**src/rtl/la_pkg.sv**
```systemverilog
// Shared types and constants for the logic-analyzer capture path.
package la_pkg;

   localparam int unsigned RATE_SEL_W = 3;
   localparam int unsigned DEF_CH_W   = 8;
   localparam int unsigned DEF_ADDR_W = 10;

   typedef enum logic [2:0] {
      StIdle,
      StPre,
      StArmed,
      StPost,
      StDone
   } cap_state_t;

endpackage

```
**src/rtl/trigger_matcher.sv**
```systemverilog
// Masked pattern compare: hit when every care bit of din equals the pattern.
module trigger_matcher #(
   parameter int unsigned CH_W = 8
) (
   input  logic [CH_W-1:0] din,
   input  logic [CH_W-1:0] mask,
   input  logic [CH_W-1:0] val,
   output logic            hit
);

   // An all-zero mask matches unconditionally.
   assign hit = ((din ^ val) & mask) == '0;

endmodule

```
**src/rtl/capture_controller.sv**
```systemverilog
// Capture sequencer: pre-trigger fill, armed search, post-trigger fill into a
// circular sample RAM so that exactly DEPTH samples surround the trigger.
module capture_controller
   import la_pkg::*;
#(
   parameter int unsigned CH_W   = DEF_CH_W,
   parameter int unsigned ADDR_W = DEF_ADDR_W
) (
   input  logic                  clk,
   input  logic                  rst_n,
   input  logic                  arm,
   input  logic                  abort,
   input  logic [RATE_SEL_W-1:0] cfg_rate_sel,
   input  logic [ADDR_W-1:0]     cfg_pretrig,
   input  logic [CH_W-1:0]       cfg_trig_mask,
   input  logic [CH_W-1:0]       cfg_trig_val,
   input  logic [CH_W-1:0]       din,
   input  logic                  sample_en,
   output logic [RATE_SEL_W-1:0] rate_sel,
   output logic                  wr_en,
   output logic [ADDR_W-1:0]     wr_addr,
   output logic [CH_W-1:0]       wr_data,
   output logic                  busy,
   output logic                  done,
   output logic [ADDR_W-1:0]     trig_addr,
   output logic [ADDR_W-1:0]     start_addr
);

   localparam logic [ADDR_W-1:0] ADDR_MAX = '1;

   cap_state_t              state_q, state_d;
   logic [ADDR_W-1:0]       ptr_q, ptr_d;
   logic [ADDR_W-1:0]       cnt_q, cnt_d;
   logic [ADDR_W-1:0]       pretrig_q, pretrig_d;
   logic [CH_W-1:0]         mask_q, mask_d;
   logic [CH_W-1:0]         val_q, val_d;
   logic [RATE_SEL_W-1:0]   rate_sel_q, rate_sel_d;
   logic                    wr_en_q, wr_en_d;
   logic [ADDR_W-1:0]       wr_addr_q, wr_addr_d;
   logic [CH_W-1:0]         wr_data_q, wr_data_d;
   logic [ADDR_W-1:0]       trig_addr_q, trig_addr_d;
   logic [ADDR_W-1:0]       start_addr_q, start_addr_d;

   logic                    hit;
   logic                    capturing;
   logic                    take_sample;
   logic [ADDR_W-1:0]       cnt_inc;
   logic [ADDR_W-1:0]       post_len;

   trigger_matcher #(
      .CH_W (CH_W)
   ) u_trigger_matcher (
      .din  (din),
      .mask (mask_q),
      .val  (val_q),
      .hit  (hit)
   );

   // Next-state, sample write and trigger bookkeeping.
   always_comb begin
      state_d      = state_q;
      ptr_d        = ptr_q;
      cnt_d        = cnt_q;
      pretrig_d    = pretrig_q;
      mask_d       = mask_q;
      val_d        = val_q;
      rate_sel_d   = rate_sel_q;
      wr_en_d      = 1'b0;
      wr_addr_d    = wr_addr_q;
      wr_data_d    = wr_data_q;
      trig_addr_d  = trig_addr_q;
      start_addr_d = start_addr_q;

      capturing   = (state_q == StPre) || (state_q == StArmed) || (state_q == StPost);
      take_sample = capturing && sample_en && !abort;
      cnt_inc     = cnt_q + 1'b1;
      // Samples still owed after the trigger so the window totals DEPTH.
      post_len    = ADDR_MAX - pretrig_q;

      if (take_sample) begin
         wr_en_d   = 1'b1;
         wr_addr_d = ptr_q;
         wr_data_d = din;
         ptr_d     = ptr_q + 1'b1;
      end

      if (abort) begin
         state_d = StIdle;
      end else begin
         unique case (state_q)
            StIdle, StDone: begin
               if (arm) begin
                  pretrig_d    = cfg_pretrig;
                  mask_d       = cfg_trig_mask;
                  val_d        = cfg_trig_val;
                  rate_sel_d   = cfg_rate_sel;
                  ptr_d        = '0;
                  cnt_d        = '0;
                  trig_addr_d  = '0;
                  start_addr_d = '0;
                  state_d      = (cfg_pretrig == '0) ? StArmed : StPre;
               end
            end
            StPre: begin
               if (sample_en) begin
                  cnt_d = cnt_inc;
                  if (cnt_inc == pretrig_q) state_d = StArmed;
               end
            end
            StArmed: begin
               if (sample_en && hit) begin
                  trig_addr_d  = ptr_q;
                  start_addr_d = ptr_q - pretrig_q;
                  cnt_d        = '0;
                  state_d      = (post_len == '0) ? StDone : StPost;
               end
            end
            StPost: begin
               if (sample_en) begin
                  cnt_d = cnt_inc;
                  if (cnt_inc == post_len) state_d = StDone;
               end
            end
            default: state_d = StIdle;
         endcase
      end
   end

   // State and output registers, all cleared by asynchronous reset.
   always_ff @(posedge clk or negedge rst_n) begin
      if (!rst_n) begin
         state_q      <= StIdle;
         ptr_q        <= '0;
         cnt_q        <= '0;
         pretrig_q    <= '0;
         mask_q       <= '0;
         val_q        <= '0;
         rate_sel_q   <= '0;
         wr_en_q      <= 1'b0;
         wr_addr_q    <= '0;
         wr_data_q    <= '0;
         trig_addr_q  <= '0;
         start_addr_q <= '0;
      end else begin
         state_q      <= state_d;
         ptr_q        <= ptr_d;
         cnt_q        <= cnt_d;
         pretrig_q    <= pretrig_d;
         mask_q       <= mask_d;
         val_q        <= val_d;
         rate_sel_q   <= rate_sel_d;
         wr_en_q      <= wr_en_d;
         wr_addr_q    <= wr_addr_d;
         wr_data_q    <= wr_data_d;
         trig_addr_q  <= trig_addr_d;
         start_addr_q <= start_addr_d;
      end
   end

   assign rate_sel   = rate_sel_q;
   assign wr_en      = wr_en_q;
   assign wr_addr    = wr_addr_q;
   assign wr_data    = wr_data_q;
   assign trig_addr  = trig_addr_q;
   assign start_addr = start_addr_q;
   // Status follows the registered state, so done rises with the final wr_en.
   assign busy       = (state_q == StPre) || (state_q == StArmed) || (state_q == StPost);
   assign done       = (state_q == StDone);

endmodule

```
**config.mk**
```make
export PLATFORM = sky130hd
export DESIGN_NAME = capture_controller
export DESIGN_NICKNAME = d
export VERILOG_FILES = /design/src/rtl/la_pkg.sv /design/src/rtl/trigger_matcher.sv /design/src/rtl/capture_controller.sv
export SDC_FILE = /design/constraint.sdc
export NUM_CORES = 1
export LEC_CHECK = 0
export ABC_AREA = 1
export ABC_CLOCK_PERIOD_IN_PS = 2100
export CORE_MARGIN = 2
export CORE_UTILIZATION = 45
export DETAILED_ROUTE_END_ITERATION = 6
export HOLD_SLACK_MARGIN = 0.08
export PLACE_DENSITY = 0.7
export SYNTH_ARGS = -nofsm -noshare
export SYNTH_HDL_FRONTEND = slang
export SYNTH_HIERARCHICAL = 1
export SYNTH_SLANG_ARGS = --single-unit
```
**constraint.sdc**
```tcl
create_clock -name clk -period 2.1 [get_ports clk]
set_input_delay 0.21 -clock clk [delete_from_list [all_inputs] [get_ports clk]]
set_output_delay 0.21 -clock clk [all_outputs]
set_load 0.005 [all_outputs]
```
==> results of run 1 <==
-- worst max-delay path by stage --
| stage | from | to | slack (ns) | cells past startpoint |
|---|---|---|---|---|
| final | ptr_q[0] | start_addr[6] | 0.13 | 11 |
| after global routing | val_q[3] | trig_addr[1] | -0.04 | 13 |
| after CTS | ptr_q[0] | start_addr[6] | 0.002 | 11 |
| after detailed placement | din[3] | trig_addr[0] | -0.32 | 14 |
| after global placement | din[6] | start_addr[2] | -0.27 | 14 |
| after floorplan | ptr_q[0] | start_addr[6] | 0.25 | 11 |
-- timing repair --
item                                    CTS  global route
gates resized for setup                   1            14
hold buffers                              1             0
endpoints found under the setup margin   11            21
hold endpoints to repair                 25             0
pin swaps                                 0             4
gates cloned                              0             1
-- cell type report --
class / instances / area [µm²] / share of cell area
Clock buffer: 10 / 127.6 / 0.02049
Clock inverter: 5 / 78.83 / 0.01266
Inverter: 63 / 236.5 / 0.03797
Multi-Input combinational cell: 483 / 2321 / 0.3727
Sequential cell: 91 / 2280 / 0.3661
Tap cell: 136 / 170.2 / 0.02733
Timing Repair Buffer: 104 / 1013 / 0.1627
-- layout by cell type, fill, tap and decap left out, drive strengths merged, types with 2 or more instances in the layout --
cell type,netlist,routed
a21oi,15,15
a31oi,2,2
and2,2,2
buf,8,19
bufinv,0,2
clkbuf,8,10
clkdlybuf4s50,0,84
clkinv,0,3
dfrtp,91,91
ha,11,11
inv,63,63
nand2,246,246
nand3,54,54
nand4,8,8
nor2,60,61
nor3,11,11
nor3b,3,3
o21ai,48,48
o22ai,8,8
or2,2,2
xnor2,2,2
xor2,2,2
-- critical path: cells and delay by family (launching register included) --
| family | cells | cell delay [ns] |
|---|---|---|
| adders and majority gates | 2 | 0.57 |
| AOI/OAI and AO/OA | 4 | 0.53 |
| DFF | 1 | 0.42 |
| buffers and inverters | 3 | 0.25 |
| and+or+nand+nor | 2 | 0.11 |
-- state kept, by name (all words and copies together) (netlist names) --
register and cells:
rate_sel 3, wr_addr 10, mask_q 8, val_q 8, trig_addr 10, wr_data 8
state_q 3, ptr_q 10, wr_en 1, start_addr 10, cnt_q 10, pretrig_q 10
-- power by group --
part | total [mW] | internal [mW] | switching (mW)
combinational | 3.24 | 1.47 | 1.77
sequential | 2.77 | 2.31 | 0.453
clock | 1.29 | 0.663 | 0.630
total | 7.30 | 4.45 | 2.85
-- cells by family after synthesis --
family	Yosys count	share of synthesized area
AND/OR/NAND/NOR	386	0.3372
buffers and inverters	79	0.06471
adder cells (fa/ha/maj)	12	0.03248
AO/OA/AOI/OAI	80	0.08920
flip-flops	91	0.4692
XOR/XNOR	4	0.007220
-- synth_stat cells (all sizes together) (2+ instances only) --
cell type | count | share of area
dfrtp | 91 | 0.47
o22ai | 8 | 0.010
nor3 | 11 | 0.012
clkbuf | 8 | 0.0062
inv | 63 | 0.049
nor2 | 60 | 0.052
or2 | 2 | 0.0026
nor3b | 3 | 0.0046
xor2 | 2 | 0.0036
xnor2 | 2 | 0.0036
nand4 | 8 | 0.010
a31oi | 2 | 0.0026
o21ai | 48 | 0.049
nand2 | 246 | 0.19
ha | 11 | 0.028
and2 | 2 | 0.0026
nand3 | 54 | 0.060
a21oi | 15 | 0.015
buf | 8 | 0.0098
-- metrics by stage --
step                std cells  hold slack, ns
floorplan                 652        -0.08559
global placement          875          0.1539
detailed placement        875          0.1554
CTS                       891          0.2993
global route              892          0.3325
finish                    892          0.2958
-- routing by layer --
metal	up-vias	routed length [µm]	global-route usage
met2	129	5865	0.3688
li1	2296	-	-
met3	18	669	0.03753
met4	0	195	0.07875
met5	-	0	0
met1	2189	5985	0.3140
==> flow_results.org, run 1 <==
** Logic synthesis
- The cell count after synthesis came out at roughly 650.
- For this run, the number of Yosys warnings is 6.
- Dominant register cell in the synthesized netlist :: dfrtp_1
- The share of the Yosys chip area taken by registers is 0.4692.
- Counting flops with an async set or reset pin after synthesis yields a share of 1.000.
- When the netlist entered floorplanning its net count stood at between 700 and 800.
- Number of flops mapped to enable cells by yosys :: 0
- Synth cell types :: 35
- Synthesized area divided by synthesized cell count :: roughly 7.4 µm²
- In this run, synthesis produced a sequential element count of slightly above 90.
- The cell area that synthesis handed to floorplanning was between 4000 and 5000 µm².

** Setup path
- Cell breakdown of the critical path :: inv_1, ha_1, inv_1, fa_2, a31oi_4, inv_1, a21oi_1, o21ai_0, nand2_1, nand2_1, o21ai_0
- Critical path launch point type :: flip-flop
- Worst-path cell with the longest stage delay :: dfrtp_1
- Maximum fanout encountered on the critical timing path :: 4
- The number of cells on the worst reg-to-reg path is 11.
- For the worst setup path, the data required time is ~2.4 ns.
- Worst path max stage delay :: between 0.4 and 0.5 ns
- Data on the critical path arrives at its endpoint at ~2.3 ns.
- Class of the most critical setup path :: reg -> reg
- Across all register-to-register paths, the minimum setup slack is about 0.13 ns.
- Cell with the most instances on the worst path :: inv_1
- The worst register-to-register path begins at ptr_q[0].
- The worst register-to-register path ends at start_addr[6].
- The worst setup path is captured at a flip-flop.

** Pwr
- For this design the ratio of total power to cell area is about 1200 nW/µm².
- Standby leakage power :: around 3.0 nW
- Total chip power :: between 7 and 8 mW
- Max VDD drop :: around 600 µV

** Clock network
- Maximum buffer depth of the clock tree :: 2
- Clock slew seen by the registers of the worst setup and hold paths :: around 0.090 ns
- # H-tree levels :: 3
- TritonCTS built the clock tree.
- Clock root buffer master :: clkbuf_8
- Clock sink count :: 91
- The later pin in the worst-skew pair is clocked with a latency of around 0.37 ns.
- Counting the buffers created by CTS gives 9.
- Once the clock tree was built, the setup fixing pass inserted 0 buffers.

** Detailed routing
- In this run the remaining antenna-violating nets after routing total 0.
- DR iter-0 viols :: about 280
- The first detailed-routing pass ran for 5 iterations.
- Sum of routed wire length over all layers :: between 10 and 15 mm
- In the routed layout, each cell is associated on average with a via count of between 5 and 6.
- Via Count :: 4632
- Number of remaining DRC errors :: 0
- Wire per inst :: 14.25 µm

** Finish
- Growth of design area from synthesis to finish :: 28.31%
- Of the cells placed in the final design, the portion with a size suffix greater than 1 is 0.08466.
- Number of nets in the final layout :: 806
- Diodes inserted :: 0
- Core occupancy in the finished layout :: 0.5978
- The layout has 977 filler cells.
- Summing all non-filler instances in the final layout gives an area of between 6000 and 7000 µm².

** Place
- Once detailed placement completed, the half-perimeter wirelength came to between 9 and 10 mm.
- Placed standard-cell area :: between 5000 and 6000 µm²
- Global placement routability congestion :: 0.8778
- Port-buffer cells :: between 80 and 90
- OpenSTA, run right after detailed placement, puts the worst setup slack at -0.3178 ns.

** STA
- In the post-route analysis, the smallest setup slack over all paths is around 0.13 ns.
- The number of pins with negative max-slew slack in the final report was 0.
- Setup-violating endpoint count in the final report :: 0
- Slew Limit Headroom :: 0.6576
- For the pin with the worst max-slew slack, the measured transition is just over 0.5 ns.
- Setup TNS :: 0 ns
- Setup repair after global routing could not meet its margin everywhere.
- Period Utilization, post-route :: 0.9375
- Achievable clock frequency :: about 500 MHz
- The final-report hold violation count came to 0.
- Across the routed clock network, the largest skew measured is between 0.01 and 0.015 ns.
- Subtracting the final worst setup slack from the clock period gives a little under 2 ns.

** Global routing
- The number of global-route vias before repair was between 4000 and 5000.
- Maximum number of pins on one net before global-route repair :: 46
- Global-route wire length before repair :: around 21 mm
- Grt ovf :: 0
- Initial antenna violation count :: 0
- All-Layer GR Usage :: 0.2291

** Floorplan
- Measured along the x axis, the die boundary spans about 110 µm.
- Die Span Y :: 107.9 µm
- The die covers 11630 µm².
- The initial utilization of the core area, before any placement, comes to 0.4659.
- Number of placed I/O pins :: 86
- The region available for standard cell placement spans approximately 10000 µm².
- The floorplan has 37 rows.

** Run
- The tool flagged a number of max-cap violations equal to 0.

** Outcome
- Run status :: finished clean

** Min path
- Kind of path behind the tightest hold check :: in -> async
Power figures use the tool's default switching activity.
==> run 2, diff against run 1 <==
Settings changed: CELL_PAD_IN_SITES_DETAIL_PLACEMENT from default to 0, CELL_PAD_IN_SITES_GLOBAL_PLACEMENT from default to 1, CORE_MARGIN 2 to 3, CORE_UTILIZATION 45 to 38, PLACE_DENSITY 0.7 to default, PLACE_DENSITY_LB_ADDON from default to 0.1.
==> flow_results.org, run 2 (synthesis results as in run 1) <==
** Clock network
- The clock insertion delay at the later pin of the skew report came to 0.34 ns (-0.03 ns).
- The number of buffers added by the clock tree synthesis step is 9 (unchanged).
- The count of clock tree sinks is 91 (unchanged).
- The tree is rooted in a clkbuf_16.
- TritonCTS built the clock tree.
- The number of levels the H-tree was split into is 3 (unchanged).
- Clock slew seen by the registers of the worst setup and hold paths :: 0.07 ns (-0.02 ns)
- The clock tree buffer depth came to 2 (unchanged).

** Setup path
- The required arrival time at the worst endpoint came to 1.89 ns (-0.50 ns).
- The worst setup path is of the reg -> out kind.
- Worst setup path startpoint :: state_q[0]
- STA classifies the critical path startpoint as a flip-flop.
- Maximum fanout encountered on the critical timing path :: 5 (+1)
- The data arrival time of the worst path is 1.73 ns (-0.53 ns).
- The number of buffer and inverter stages on the critical path was 2 (-1).
- Worst path max stage delay :: 0.53 ns (+0.11 ns)
- The largest individual stage delay along the critical path comes from the cell clkdlybuf4s50_1.
- The signal on the critical path passes through nor2_2, inv_2, nor2_1, clkdlybuf4s50_1.
- Sort of element at the end of the critical path :: primary output
- Cell family with most CP delay :: buffers and inverters
- Startpoint of the most critical register-to-register path :: val_q[7]

** STA
- The worst path setup slack after routing was 0.1553 ns (+0.02407 ns).
- The worst-margin pin slew came to 0.5497 ns (+0.03889 ns).
- The worst-case headroom to the max-slew limit was 0.6326 (-0.02494).
- RSZ-0062 raised after global routing :: yes
- The clock tree skew after final layout came to 0.006888 ns (-0.004100 ns).
- The final cycle utilization of the critical path came to 0.9260 (-0.01146).
- Setup-violating endpoint count in the final report :: 0 (unchanged)
- The final-report hold violation count is 0 (unchanged).
- The final worst hold slack was 0.2457 ns (-0.05002 ns).
- The shortest period the worst path allows is 1.945 ns (-0.02407 ns).
- Achievable clock frequency :: 514.2 MHz (+1.2%)
- Setup TNS :: 0 ns (unchanged)
- The number of pins with negative max-slew slack in the final report is 0 (unchanged).

** Finish
- Fraction of layout cells with a size suffix above 1 :: 0.09387 (+0.009216)
- Filler cell count in the final layout :: 1252 (+28%)
- Core occupancy in the finished layout :: 0.5213 (-0.07651)
- In the layout the commonest cells are 241 x nand2_1, 91 x dfrtp_1, 84 x clkdlybuf4s50_1, 61 x inv_1, 52 x nor2_1.
- Post-route cell area :: 6392 µm² (+2.7%)
- The post-layout net count came to 816 (+1.2%).
- The library cell used most frequently in the layout, excluding fill and tap cells, is nand2_1.
- Sequential cell area :: 2277 µm² (-0.11%)
- The area growth from synthesis to layout is 31.71%.
- The area of combinational cells with multiple inputs is 2300 µm² (-0.92%).
- Number of standard cells in the final layout excluding fillers :: 935 (+4.8%)
- The diode insertion count for antenna repair was 0 (unchanged).

** Global routing
- Global-route wire length before repair :: 22.09 mm (+4.7%)
- Grt ovf :: 0 (unchanged)
- The initial antenna violation count is 0 (unchanged).
- Met3 track demand over resource in global routing :: 0.03799 (+0.0004564)
- All-Layer GR Usage :: 0.1926 (-0.03648)
- Number of global-route vias before repair :: 4486 (+0.11%)
- Maximum number of pins on one net before global-route repair :: 57 (+24%)
- M1 GR Usage :: 0.2664 (-0.04758)
- Fraction of met2 tracks used by global routing :: 0.3017 (-0.06716)
- Busiest metal layer after global routing :: met2

** Floorplan
- The initial core utilization is 0.3958 (-0.07013).
- The y dimension of the die is 119.0 µm (+10%).
- Area enclosed by the die boundary :: 14160 µm² (+22%)
- Standard-cell row count :: 40 (+8.1%)
- Floorplan Core Area :: 12260 µm² (+18%)
- The count of boundary I/O pins was 86 (unchanged).
- Die width :: 119.0 µm (+10%)

** Place
- Placed Cells incl. Taps :: 917 (+4.8%)
- The placement-stage cell area was 6062 µm² (+1.9%).
- The post-detailed-placement half-perimeter wirelength came to 10.11 mm (+6.4%).
- Global placement routability congestion :: 0.8871 (+1.1%)
- The worst slack at placement is -0.4337 ns (-0.1159 ns).
- The total of buffers placed on input and output ports was 85 (unchanged).

** Outcome
- The run finished with clean final reports.

** Detailed routing
- The detail-routed via count per cell came to 4.860 (-6.4%).
- DR iter-0 viols :: 244 (-12%)
- Number of routed nets with antenna violations :: 0 (unchanged)
- The detailed-routing iteration count for the pre-antenna-repair pass came to 4 (-1).
- The DRC violation count after routing is 0 (unchanged).
- Via Count :: 4544 (-1.9%)
- Sum of routed wire length over all layers :: 13.23 mm (+4.1%)
- The average wire length per cell after detail routing is 14.15 µm (-0.70%).

** Pwr
- Share of power burned in registers :: 0.358 (-0.021)
- The proportion of total power due to net switching came to 0.3837 (-0.007181).
- The net switching power was 2.921 mW (+2.4%).
- Max VDD drop :: 541.1 µV (-12%)
- Clk network pwr share :: 0.202 (+0.025)
- Standby leakage power :: 3.051 nW (+2.1%)
- Total chip power :: 7.612 mW (+4.3%)
- Power per cell area :: 1191 nW/µm² (+1.6%)
- Gate power share :: 0.440 (-0.004)
- Internal :: 4.691 mW (+5.5%)

** Min path
- The worst hold path belongs to the class in -> async.

** Run
- Max-capacitance violation count :: 0 (unchanged)
[run 2: cell types whose count changed in the layout (fill, tap and decap cells not counted), sizes merged]
cell      change
bufinv        -2
clkbuf        +1
buf          +11
inv           +1
clkinv        -1
clkinvlp      +2
nor2          -1
[run 2: what timing repair did]
| action | in CTS | in global routing |
|---|---|---|
| resized for setup | 1 | 10 |
| endpoints found under the setup margin | 20 | 12 |
| gates cloned | 0 | 0 |
| setup buffers | 0 | 1 |
| pin swaps | 0 | 1 |
| hold buffers | 1 | 0 |
| hold endpoints to repair | 91 | 0 |
[run 2: path summary, 6_finish.rpt]
kind,to,slack (ns),depth (start not counted)
worst max-delay path,done,0.16,4
min in group clk,rate_sel[1],0.40,3
worst min register to register,mask_q[0],0.47,2
max in group asynchronous,cnt_q[2],1.27,3
worst min-delay path,start_addr[9],0.25,2
worst max register to register,start_addr[4],0.21,13
[run 2: layout make-up]
| type | count | share of cell area |
|---|---|---|
| well taps | 168 | 0.03288 |
| multi-input cells | 482 | 0.3598 |
| inverters | 63 | 0.03699 |
| repair buffers | 115 | 0.1703 |
| flip-flops and latches | 91 | 0.3562 |
| clock inverters | 5 | 0.005872 |
| clock buffers | 11 | 0.03797 |
[run 2: power by group through the flow]
stage	registers (mW)	logic [mW]	clock network (mW)
after floorplan	2.71	1.82	0
after global placement	2.74	3.27	0
after detailed placement	2.74	3.30	0
after CTS	2.72	3.33	1.59
after global routing	2.80	3.82	1.67
final	2.73	3.35	1.54
[run 2: worst reg2reg max path: stages (launching register included)]
cell	delay, ns
dfrtp_1	0.40
nand2_1	0.07
nand2_1	0.04
nor2_1	0.12
nor2_2	0.06
nand2_1	0.05
nor2_1	0.04
a21oi_1	0.15
nor2_1	0.07
nand2_1	0.07
inv_1	0.07
nor2_4	0.44
nand2_1	0.12
o31ai_1	0.09
[run 2: routing by layer]
layer	share of wire	up-vias
li1	-	2310
met1	0.48	2122
met2	0.46	100
met3	0.049	12
met4	0.014	0
met5	0	-
